$ cat src/rtl/mem_addr_arbiter_pkg.sv
// Shared definitions for the memory-address arbiter: arbitration modes and FSM states.
package mem_addr_arbiter_pkg;

  localparam int ARB_FIXED = 0;
  localparam int ARB_RR    = 1;

  typedef enum logic [1:0] {
    S_IDLE  = 2'd0,
    S_ISSUE = 2'd1,
    S_DONE  = 2'd2
  } state_t;

endpackage

$ cat src/rtl/mem_addr_arbiter_rr_priority_arbiter.sv
// Combinational requester picker: fixed priority (lowest index) or round-robin
// starting at ptr. Produces a one-hot grant, the winner index and an any-request flag.
module rr_priority_arbiter
  import mem_addr_arbiter_pkg::*;
#(
  parameter int N_CH     = 2,
  parameter int ARB_MODE = ARB_FIXED
) (
  input  logic [N_CH-1:0]         req,
  input  logic [$clog2(N_CH)-1:0] ptr,
  output logic [N_CH-1:0]         grant,
  output logic [$clog2(N_CH)-1:0] idx,
  output logic                    valid
);

  localparam int IDW = $clog2(N_CH);
  localparam logic [N_CH-1:0] ONE = {{(N_CH-1){1'b0}}, 1'b1};

  // Walk the channels once, starting at ptr in round-robin mode, and keep the first hit.
  always_comb begin
    int start;
    int c;
    logic [N_CH-1:0] shifted;
    grant   = '0;
    idx     = '0;
    valid   = 1'b0;
    c       = 0;
    shifted = '0;
    start   = (ARB_MODE == ARB_RR) ? int'(ptr) : 0;
    for (int i = 0; i < N_CH; i++) begin
      c = start + i;
      if (c >= N_CH) c = c - N_CH;
      shifted = req >> c;
      if (!valid && shifted[0]) begin
        valid = 1'b1;
        idx   = IDW'(c);
        grant = ONE << c;
      end
    end
  end

endmodule

$ cat src/rtl/mem_addr_arbiter.sv
// Memory-address arbiter: picks a requester, truncates its address, registers it
// and runs a valid/ready handshake to memory, returning a one-cycle ack or range error.
module mem_addr_arbiter
  import mem_addr_arbiter_pkg::*;
#(
  parameter int ADDR_WIDTH = 16,
  parameter int DATA_WIDTH = 32,
  parameter int N_CH       = 2,
  parameter int ARB_MODE   = ARB_FIXED
) (
  input  logic                       clk,
  input  logic                       reset,
  input  logic [N_CH-1:0]            ch_req,
  input  logic [N_CH*DATA_WIDTH-1:0] ch_addr,
  input  logic [N_CH-1:0]            ch_we,
  output logic [N_CH-1:0]            ch_ack,
  output logic [N_CH-1:0]            ch_err,
  output logic [ADDR_WIDTH-1:0]      mem_addr,
  output logic                       mem_we,
  output logic                       mem_valid,
  input  logic                       mem_ready,
  output logic [$clog2(N_CH)-1:0]    grant_id
);

  localparam int IDW = $clog2(N_CH);
  localparam logic [N_CH-1:0] ONE = {{(N_CH-1){1'b0}}, 1'b1};

  state_t                state;
  logic [IDW-1:0]        rr_ptr;
  logic [N_CH-1:0]       arb_grant;
  logic [IDW-1:0]        arb_idx;
  logic                  arb_any;
  logic [DATA_WIDTH-1:0] win_addr;
  logic                  win_we;
  logic                  range_err;
  logic [IDW-1:0]        next_ptr;

  rr_priority_arbiter #(
    .N_CH     (N_CH),
    .ARB_MODE (ARB_MODE)
  ) u_arb (
    .req   (ch_req),
    .ptr   (rr_ptr),
    .grant (arb_grant),
    .idx   (arb_idx),
    .valid (arb_any)
  );

  always_comb begin
    win_addr = '0;
    win_we   = 1'b0;
    for (int i = 0; i < N_CH; i++) begin
      if (arb_idx == IDW'(i)) begin
        win_addr = ch_addr[i*DATA_WIDTH +: DATA_WIDTH];
        win_we   = ch_we[i];
      end
    end
  end

  assign next_ptr = (arb_idx == IDW'(N_CH - 1)) ? '0 : arb_idx + 1'b1;

  // Upper address bits that would be dropped by truncation must be zero.
  generate
    if (DATA_WIDTH > ADDR_WIDTH) begin : g_range
      assign range_err = |win_addr[DATA_WIDTH-1:ADDR_WIDTH];
    end else begin : g_no_range
      assign range_err = 1'b0;
    end
  endgenerate

  always_ff @(posedge clk) begin
    if (reset) begin
      state     <= S_IDLE;
      mem_addr  <= '0;
      mem_we    <= 1'b0;
      mem_valid <= 1'b0;
      ch_ack    <= '0;
      ch_err    <= '0;
      grant_id  <= '0;
      rr_ptr    <= '0;
    end else begin
      case (state)
        S_IDLE: begin
          if (arb_any) begin
            mem_addr <= win_addr[ADDR_WIDTH-1:0];
            mem_we   <= win_we;
            grant_id <= arb_idx;
            rr_ptr   <= next_ptr;
            if (range_err) begin
              ch_err <= arb_grant;
              state  <= S_DONE;
            end else begin
              mem_valid <= 1'b1;
              state     <= S_ISSUE;
            end
          end
        end
        S_ISSUE: begin
          if (mem_ready) begin
            mem_valid <= 1'b0;
            ch_ack    <= ONE << grant_id;
            state     <= S_DONE;
          end
        end
        S_DONE: begin
          ch_ack <= '0;
          ch_err <= '0;
          state  <= S_IDLE;
        end
        default: begin
          ch_ack    <= '0;
          ch_err    <= '0;
          mem_valid <= 1'b0;
          state     <= S_IDLE;
        end
      endcase
    end
  end

endmodule

$ cat config.mk
export PLATFORM = sky130hd
export DESIGN_NAME = mem_addr_arbiter
export DESIGN_NICKNAME = d
export VERILOG_FILES = /design/src/rtl/mem_addr_arbiter_pkg.sv /design/src/rtl/mem_addr_arbiter_rr_priority_arbiter.sv /design/src/rtl/mem_addr_arbiter.sv
export SDC_FILE = /design/constraint.sdc
export NUM_CORES = 1
export LEC_CHECK = 0
export CAP_MARGIN = 20
export CORE_UTILIZATION = 34
export DETAILED_ROUTE_END_ITERATION = 8
export GPL_ROUTABILITY_DRIVEN = 0
export PLACE_DENSITY = 0.8
export SYNTH_ARGS = -nofsm -noshare
export SYNTH_HDL_FRONTEND = slang
export SYNTH_SLANG_ARGS = --single-unit
$ cat constraint.sdc
create_clock -name clk -period 1.5 [get_ports clk]
set_input_delay 0.45 -clock clk [delete_from_list [all_inputs] [get_ports clk]]
set_output_delay 0.45 -clock clk [all_outputs]
set_load 0.01 [all_outputs]
# Yosys cells after proc, flatten, opt, wreduce, memory -nomap -nowiden
# Cells that the tools add are included.
# W data, S select, Z words.
[op_classes]
n_eq_ne = 6
shifts = 1
n_mux = 20
bitwise_logic = 3
reduce_logical = 9
[op_table]
columns = ["cell", "count"]
rows = [
  ["$mux W32", 1],
  ["$reduce_or A16 Y1", 1],
  ["$mux W2", 7],
  ["$pmux W2 S2", 3],
  ["$mux W1", 8],
  ["$ne A2 B2 Y1 const B", 4],
  ["$reduce_and A2 Y1", 3],
  ["$reduce_and A4 Y1", 1],
  ["$not A1 Y1", 3],
  ["$pmux W1 S3", 1],
  ["$reduce_and A3 Y1", 1],
  ["$eq A2 B1 Y1 const B", 1],
  ["$eq A2 B2 Y1 const B", 1],
  ["$logic_not A2 Y1", 1],
  ["$shl A1 B1 Y2 const A", 1],
  ["$logic_and A1 B1 Y1", 1],
  ["$logic_not A1 Y1", 1],
]
[totals]
ff_bits = 25
input_bits = 71
out_inout_bits = 23

# Longest topological paths before layout
[logic_depth]
word_depth = 9
ltp_mapped = 6
depth_no_buf = 4

# By module
# From an unflattened synthesis, not the netlist that was laid out.
[unflattened]
hier_cells = 131
hier_area_um2 = 1217.4
[by_module_without_submodules]
columns = ["module", "instances", "cells_each", "area_per_inst_um2", "seq_area_each_um2"]
rows = [
  ["mem_addr_arbiter", 1, 127, 1193.6, 520.5],
  ["rr_priority_arbiter", 1, 4, 23.8, 0.0],
]

# Least setup slack after synthesis
# No wires, ideal clock.
[synth_timing]
kind = "input port to flip-flop"
startpoint = "input port ch_addr[51]"
endpoint = "register state[1]"
setup_ns = 0.116
t_arrival_ns = 1.192
slack_ns = 0.192
cell_stages = 4
n_path_buf = 0
cell_sequence = "nor4_1 -> and4_1 -> a22oi_2 -> and3_1"
[synth_between]
elab_chain_cells = 5
[synth_lines]
columns = ["item", "line", "source"]
rows = [
  ["start, declared", "mem_addr_arbiter.sv:14", "input logic [N_CH*DATA_WIDTH-1:0] ch_addr,"],
  ["$mux W32", "mem_addr_arbiter.sv:53", "if (arb_idx == IDW'(i)) begin"],
  ["$reduce_or A16 Y1", "mem_addr_arbiter.sv:65", "assign range_err = |win_addr[DATA_WIDTH-1:ADDR_WIDTH];"],
  ["$mux W2", "mem_addr_arbiter.sv:89", "if (range_err) begin"],
  ["$mux W2", "mem_addr_arbiter.sv:84", "if (arb_any) begin"],
  ["$pmux W2 S2", "mem_addr_arbiter.sv:82", "case (state)"],
  ["end signal, assigned", "mem_addr_arbiter.sv:73", "state <= S_IDLE;"],
  ["end signal, assigned", "mem_addr_arbiter.sv:91", "state <= S_DONE;"],
  ["end signal, assigned", "mem_addr_arbiter.sv:94", "state <= S_ISSUE;"],
  ["end, declared", "mem_addr_arbiter.sv:28", "state_t state;"],
]
# Every way passes these cells. The select of a mux whose other input is x is not followed.
# A chain may end at the register's enable or synchronous reset.

# Worst setup path in the final report
[layout_timing]
startpoint = "input port ch_addr[50]"
endpoint = "register state[1]"
# Same word-level chain as after synthesis.

==> key figures <==
Status
  • Status: finished clean

Synth
  • Syn. warnings: 0
  • Xor/xnor share of the synthesized area: 0
  • Synth Area in Simple Gates: 0.190
  • Number of synthesized flops with an enable pin: 0
  • Multiplexer area fraction after synthesis: 0.0313
  • Synth Area in Adders: 0
  • Top-area cell type share of the netlist area: 0.392
  • Yosys top cell by area: dfxtp_1
  • Mapped Cells: 130
  • Most instantiated cells after synthesis: dfxtp_1 (25), nor2_1 (21), a211oi_2 (17)
  • Syn_nets: 201
  • Count leader, synth: dfxtp_1
  • Synth Area per Inst: 9.83 um2
  • Flops & latches, synth: 25
  • Sequential area share after synthesis: 0.392
  • Async S/R FF share, synth: 0
  • Compound-Gate Fraction of Synth Area: 0.326
  • Largest family of logic cells by synthesized area: compound AO/OA/AOI/OAI gates
  • Synth unique cells: 33
  • Most common flop cell mapped by yosys: dfxtp_1
  • Mapped Area: 1280 um2
  • Largest cells by area after synthesis: dfxtp_1 (39%), a211oi_2 (17%), o22ai_1 (6.9%)

Clocking
  • Clock latency on the worst-skew pair: 0.26 ns
  • Clock buffer count from CTS: 3
  • TritonCTS clock tree: built
  • H-tree depth: 1
  • CTS Buffer Depth: 2
  • Root Driver: clkbuf_8
  • Hold-fix buffers, CTS: 0
  • CTS sink cnt: 25
  • Reg clk slew, reported paths: 0.08 ns

Global route
  • First-pass GRT wire length: 6330 um
  • GR peak layer: met2
  • Largest net degree at the start of global routing: 21
  • Vias in the first global route: 1498
  • Met3 global-route usage: 0.0471
  • Congestion Overflow GR: 0
  • M2 GR Usage: 0.391
  • GRT Util Overall: 0.197
  • Met1 Usage GRT: 0.201
  • Initial antenna violation count: 0

Place
  • Worst slack, placed: -0.387 ns
  • Post-DP HPWL: 3080 um
  • Port Buf Inserts: 93

Finish
  • ANT cells: 0
  • Area grow syn2layout: 88.0%
  • Share of cells above drive strength 1: 0.219
  • Layout Utilization: 0.692
  • Nets@finish: 300

Job
  • Max-cap viol count: 0

Pwr
  • Maximum VDD drop: 0.000583 V
  • Total Power: 1.65 mW
  • LEAKAGE: 1.09 nW
  • Cell Pwr Density: 686 nW/um2

Timing
  • Worst-Margin Slew: 0.404 ns
  • Final WS setup: 0.000700 ns
  • Max Fclk: 667 MHz
  • Final Hold Fails: 0
  • Hold WS: 0.491 ns
  • Final Skew: 0.00441 ns
  • Worst rel slew slack: 0.730
  • # setup viols final: 0
  • Final Critical Period: 1.50 ns
  • Final Slew Violations: 0
  • Fin crit share: 1.00

Floorplanning
  • Core Region: 3470 um2
  • Die W: 63.3 um
  • Die height: 63.3 um
  • I/O pins: 94
  • # rows: 21
  • Die ar.: 4010 um2
  • Initial Util: 0.368

Drt
  • Routed wire per std cell: 14.6 um
  • Via/cell ratio: 5.19
  • DR iter-0 viols: 36
  • DRT Pass-1 Iters: 4
  • DR vias: 1421
  • Residual DRC: 0
  • Antenna Violating Nets Remaining: 0
  • Detailed Route WL: 4010 um

Critical path
  • CP Max Fanout: 4
  • Critical path launch point type: input port
  • CP Class: in2reg
  • CP Capture Type: flop
  • WP data arrival: 1.66 ns
  • CP required: 1.66 ns

Hold path
  • Worst Hold Class: reg2reg
==> cell type report <==
| class | instances | area [um2] |
|---|---|---|
| clock buffer | 4 | 45.0 |
| fill | 309 | 1070 |
| inverter | 1 | 3.75 |
| multi-input combinational | 94 | 763 |
| sequential | 25 | 500 |
| tap | 46 | 57.6 |
| timing repair buffer | 104 | 1030 |
==> placed cells by master (no fill, tap or decap), types with 3 or more instances in the layout <==
| cell | count |
|---|---|
| dlymetal6s2s_1 | 16 |
| nor4_2 | 8 |
| buf_4 | 10 |
| clkdlybuf4s50_1 | 49 |
| a211oi_2 | 17 |
| nor3_1 | 3 |
| dlygate4sd2_1 | 28 |
| o22ai_1 | 14 |
| mux2i_1 | 4 |
| clkbuf_8 | 3 |
| a21oi_1 | 3 |
| nor2_1 | 21 |
| dfxtp_1 | 25 |
==> report_power, final <==
part	total, mW	internal [mW]	switching, mW
Sequential	0.748	0.715	0.0323
Combinational	0.510	0.301	0.209
Clock	0.389	0.190	0.200
Total	1.65	1.21	0.442
==> metrics by stage <==
stage | cells | setup TNS (ns) | cell area [um2]
2_1_floorplan | 130 | 0 | 1280
3_3_place_gp | 270 | -6.52 | 2290
3_5_place_dp | 270 | -7.67 | 2290
4_1_cts | 274 | 0 | 2310
5_1_grt | 274 | -0.0889 | 2400
6_report | 274 | 0 | 2400
==> cell families after synthesis <==
kind of cell	after synthesis
AOI/OAI and AO/OA	46
buffers and inverters	11
DFF	25
muxes	4
and+or+nand+nor	44
==> worst max-delay path: stages <==
cell and delay [ns]:
clkdlybuf4s50_1 0.41, nor4_2 0.25, and4_4 0.29, a22oi_2 0.08, and3_1 0.17
==> worst paths after layout <==
| kind | start | to | slack (ns) | depth (start not counted) |
|---|---|---|---|---|
| worst max register to register | state[0] | grant_id | 0.24 | 5 |
| worst min register to register | ch_err[0] | ch_err[0] | 0.49 | 2 |
| worst max-delay path | ch_addr[50] | state[1] | 0.0007 | 5 |
| worst min-delay path | ch_err[0] | ch_err[0] | 0.49 | 2 |
==> per-layer routing <==
metal / up-vias / wire length (um)
met1: 676 / 1530
met3: 6 / 185
met2: 43 / 2270
met5: - / 0
met4: 0 / 31
li1: 696 / -
==> state kept, by name, summed over array words and instances (netlist names) <==
| name | cells |
|---|---|
| ch_ack | 2 |
| ch_err | 2 |
| grant_id | 1 |
| mem_addr | 16 |
| mem_valid | 1 |
| mem_we | 1 |
| state | 2 |
==> what timing repair did <==
item	in CTS	in global routing
hold endpoints to repair	0	0
endpoints found under the setup margin	45	5
cloned	0	0
resized for setup	32	26
pin swaps	7	12
buffers inserted	0	0
(Power assumes the default switching activity.)
==> RTL edit (same flow settings) <==
Change the parameter `ADDR_WIDTH` from 16 to 15.
--- a/src/rtl/mem_addr_arbiter.sv
+++ b/src/rtl/mem_addr_arbiter.sv
@@ -3,7 +3,7 @@
 module mem_addr_arbiter
   import mem_addr_arbiter_pkg::*;
 #(
-  parameter int ADDR_WIDTH = 16,
+  parameter int ADDR_WIDTH = 15,
   parameter int DATA_WIDTH = 32,
   parameter int N_CH       = 2,
   parameter int ARB_MODE   = ARB_FIXED
Ports: changed (resized mem_addr); port bits go from 94 to 93. The function was not compared with the original's and may differ.
==> RTL edit against the unedited design <==
  * Sequential cell count is 1 lower
  * Wire length is 4.6% higher
  * Final area is 5.2% lower
  * Setup slack better by 39 ps
  * Highest routed layer unchanged
  * First-iteration DRC count is 94% higher
  * Non-clock buffer count is 3 higher
  * Core utilization is 1.0 points lower
  * Combinational power is 12% lower
  * Clock skew is 2.0 ps lower
  * Power is 1.6% lower
  * Synthesized area is 7.3% lower
  * Count of clock-buffer cells in the layout is 1 lower
  * Critical path depth is 2 higher
==> RTL edit: results (changes against the unedited design) <==
{
  "run_status": {"value": "completed", "change": "unchanged"},
  "crit-reg2reg-capture": {"value": "mem_valid$_SDFFE_PP0P_", "change": "was grant_id$_SDFFE_PP0P_"},
  "yosys-mux-area-fraction": {"value": 0.0169, "change": "was 0.0313"},
  "routed-via-count": {"value": 1423, "change": "was 1,421"},
  "finalNetCount": {"value": 302, "change": "was 300"},
  "timing_worst_slew_pin_value": {"value": 378, "unit": "ps", "change": "was 404 ps"},
  "wl_met3": {"value": 220, "unit": "µm", "change": "was 185 µm"},
  "ir_worst_vdd": {"value": 0.474, "unit": "mV", "change": "was 0.583 mV"},
  "fin_worst_hold_slack": {"value": 459, "unit": "ps", "change": "was 491 ps"},
  "wl": {"value": 4.20, "unit": "mm", "change": "was 4.01 mm"},
  "grtUsageMet2": {"value": 0.414, "change": "was 0.391"},
  "port_buffers": {"value": 92, "change": "was 93"},
  "min-delay-start": {"value": "mem_addr[9]$_SDFFE_PP0P_", "change": "was ch_err[0]$_SDFFE_PP0P_"},
  "pin_count_of_the_biggest_net_entering_global_routing": {"value": 18, "change": "was 21"},
  "worst_skew_pair.late_latency": {"value": 320, "unit": "ps", "change": "was 260 ps"},
  "reg2reg_setup_slack": {"value": 90, "unit": "ps", "change": "was 240 ps"},
  "met3_global_route_usage": {"value": 0.0512, "change": "was 0.0471"},
  "cp_data_arrival_time": {"value": 1690, "unit": "ps", "change": "was 1660 ps"},
  "yosys-top-cells-count": {"value": "dfxtp_1 (24), a21oi_1 (19), nand2_1 (17), o221ai_1 (15), nor2_1 (6)", "change": "was dfxtp_1 (25), nor2_1 (21), a211oi_2 (17), o22ai_1 (14), nor4_1 (9)"},
  "largest_reg_flops": {"value": 15, "change": "was 16"},
  "worst_path_largest_cell_delay": {"value": 300, "unit": "ps", "change": "was 410 ps"},
  "place.detailed.hpwl": {"value": 3.26, "unit": "mm", "change": "was 3.08 mm"},
  "met2RoutedLength": {"value": 2.27, "unit": "mm", "change": "about the same"},
  "track_usage": {"value": 0.234, "change": "was 0.197"},
  "crit_path_top_delay_cell": {"value": "a22oi_4", "change": "was clkdlybuf4s50_1"}
}
RTL edit: area by class of cell:
| class | instances | area [µm²] | area share |
|---|---|---|---|
| clock inverters | 1 | 30.0 | 0.0132 |
| well taps | 46 | 57.6 | 0.0253 |
| flip-flops and latches | 24 | 482 | 0.212 |
| inverters | 1 | 3.75 | 0.00165 |
| clock buffers | 3 | 22.5 | 0.00990 |
| multi-input cells | 94 | 699 | 0.307 |
| repair buffers | 107 | 981 | 0.431 |
RTL edit: repair_timing:
| action | 4_1_cts | 5_1_grt |
|---|---|---|
| buffers inserted | 1 | 0 |
| endpoints found under the setup margin | 41 | 5 |
| pin swaps | 17 | 5 |
| gates cloned | 0 | 0 |
| resized for setup | 73 | 7 |
RTL edit: power by group:
part | switching [mW] | internal (mW) | leakage (nW)
logic | 0.190 | 0.258 | 0.727
registers | 0.0222 | 0.679 | 0.197
clock network | 0.202 | 0.270 | 0.0279
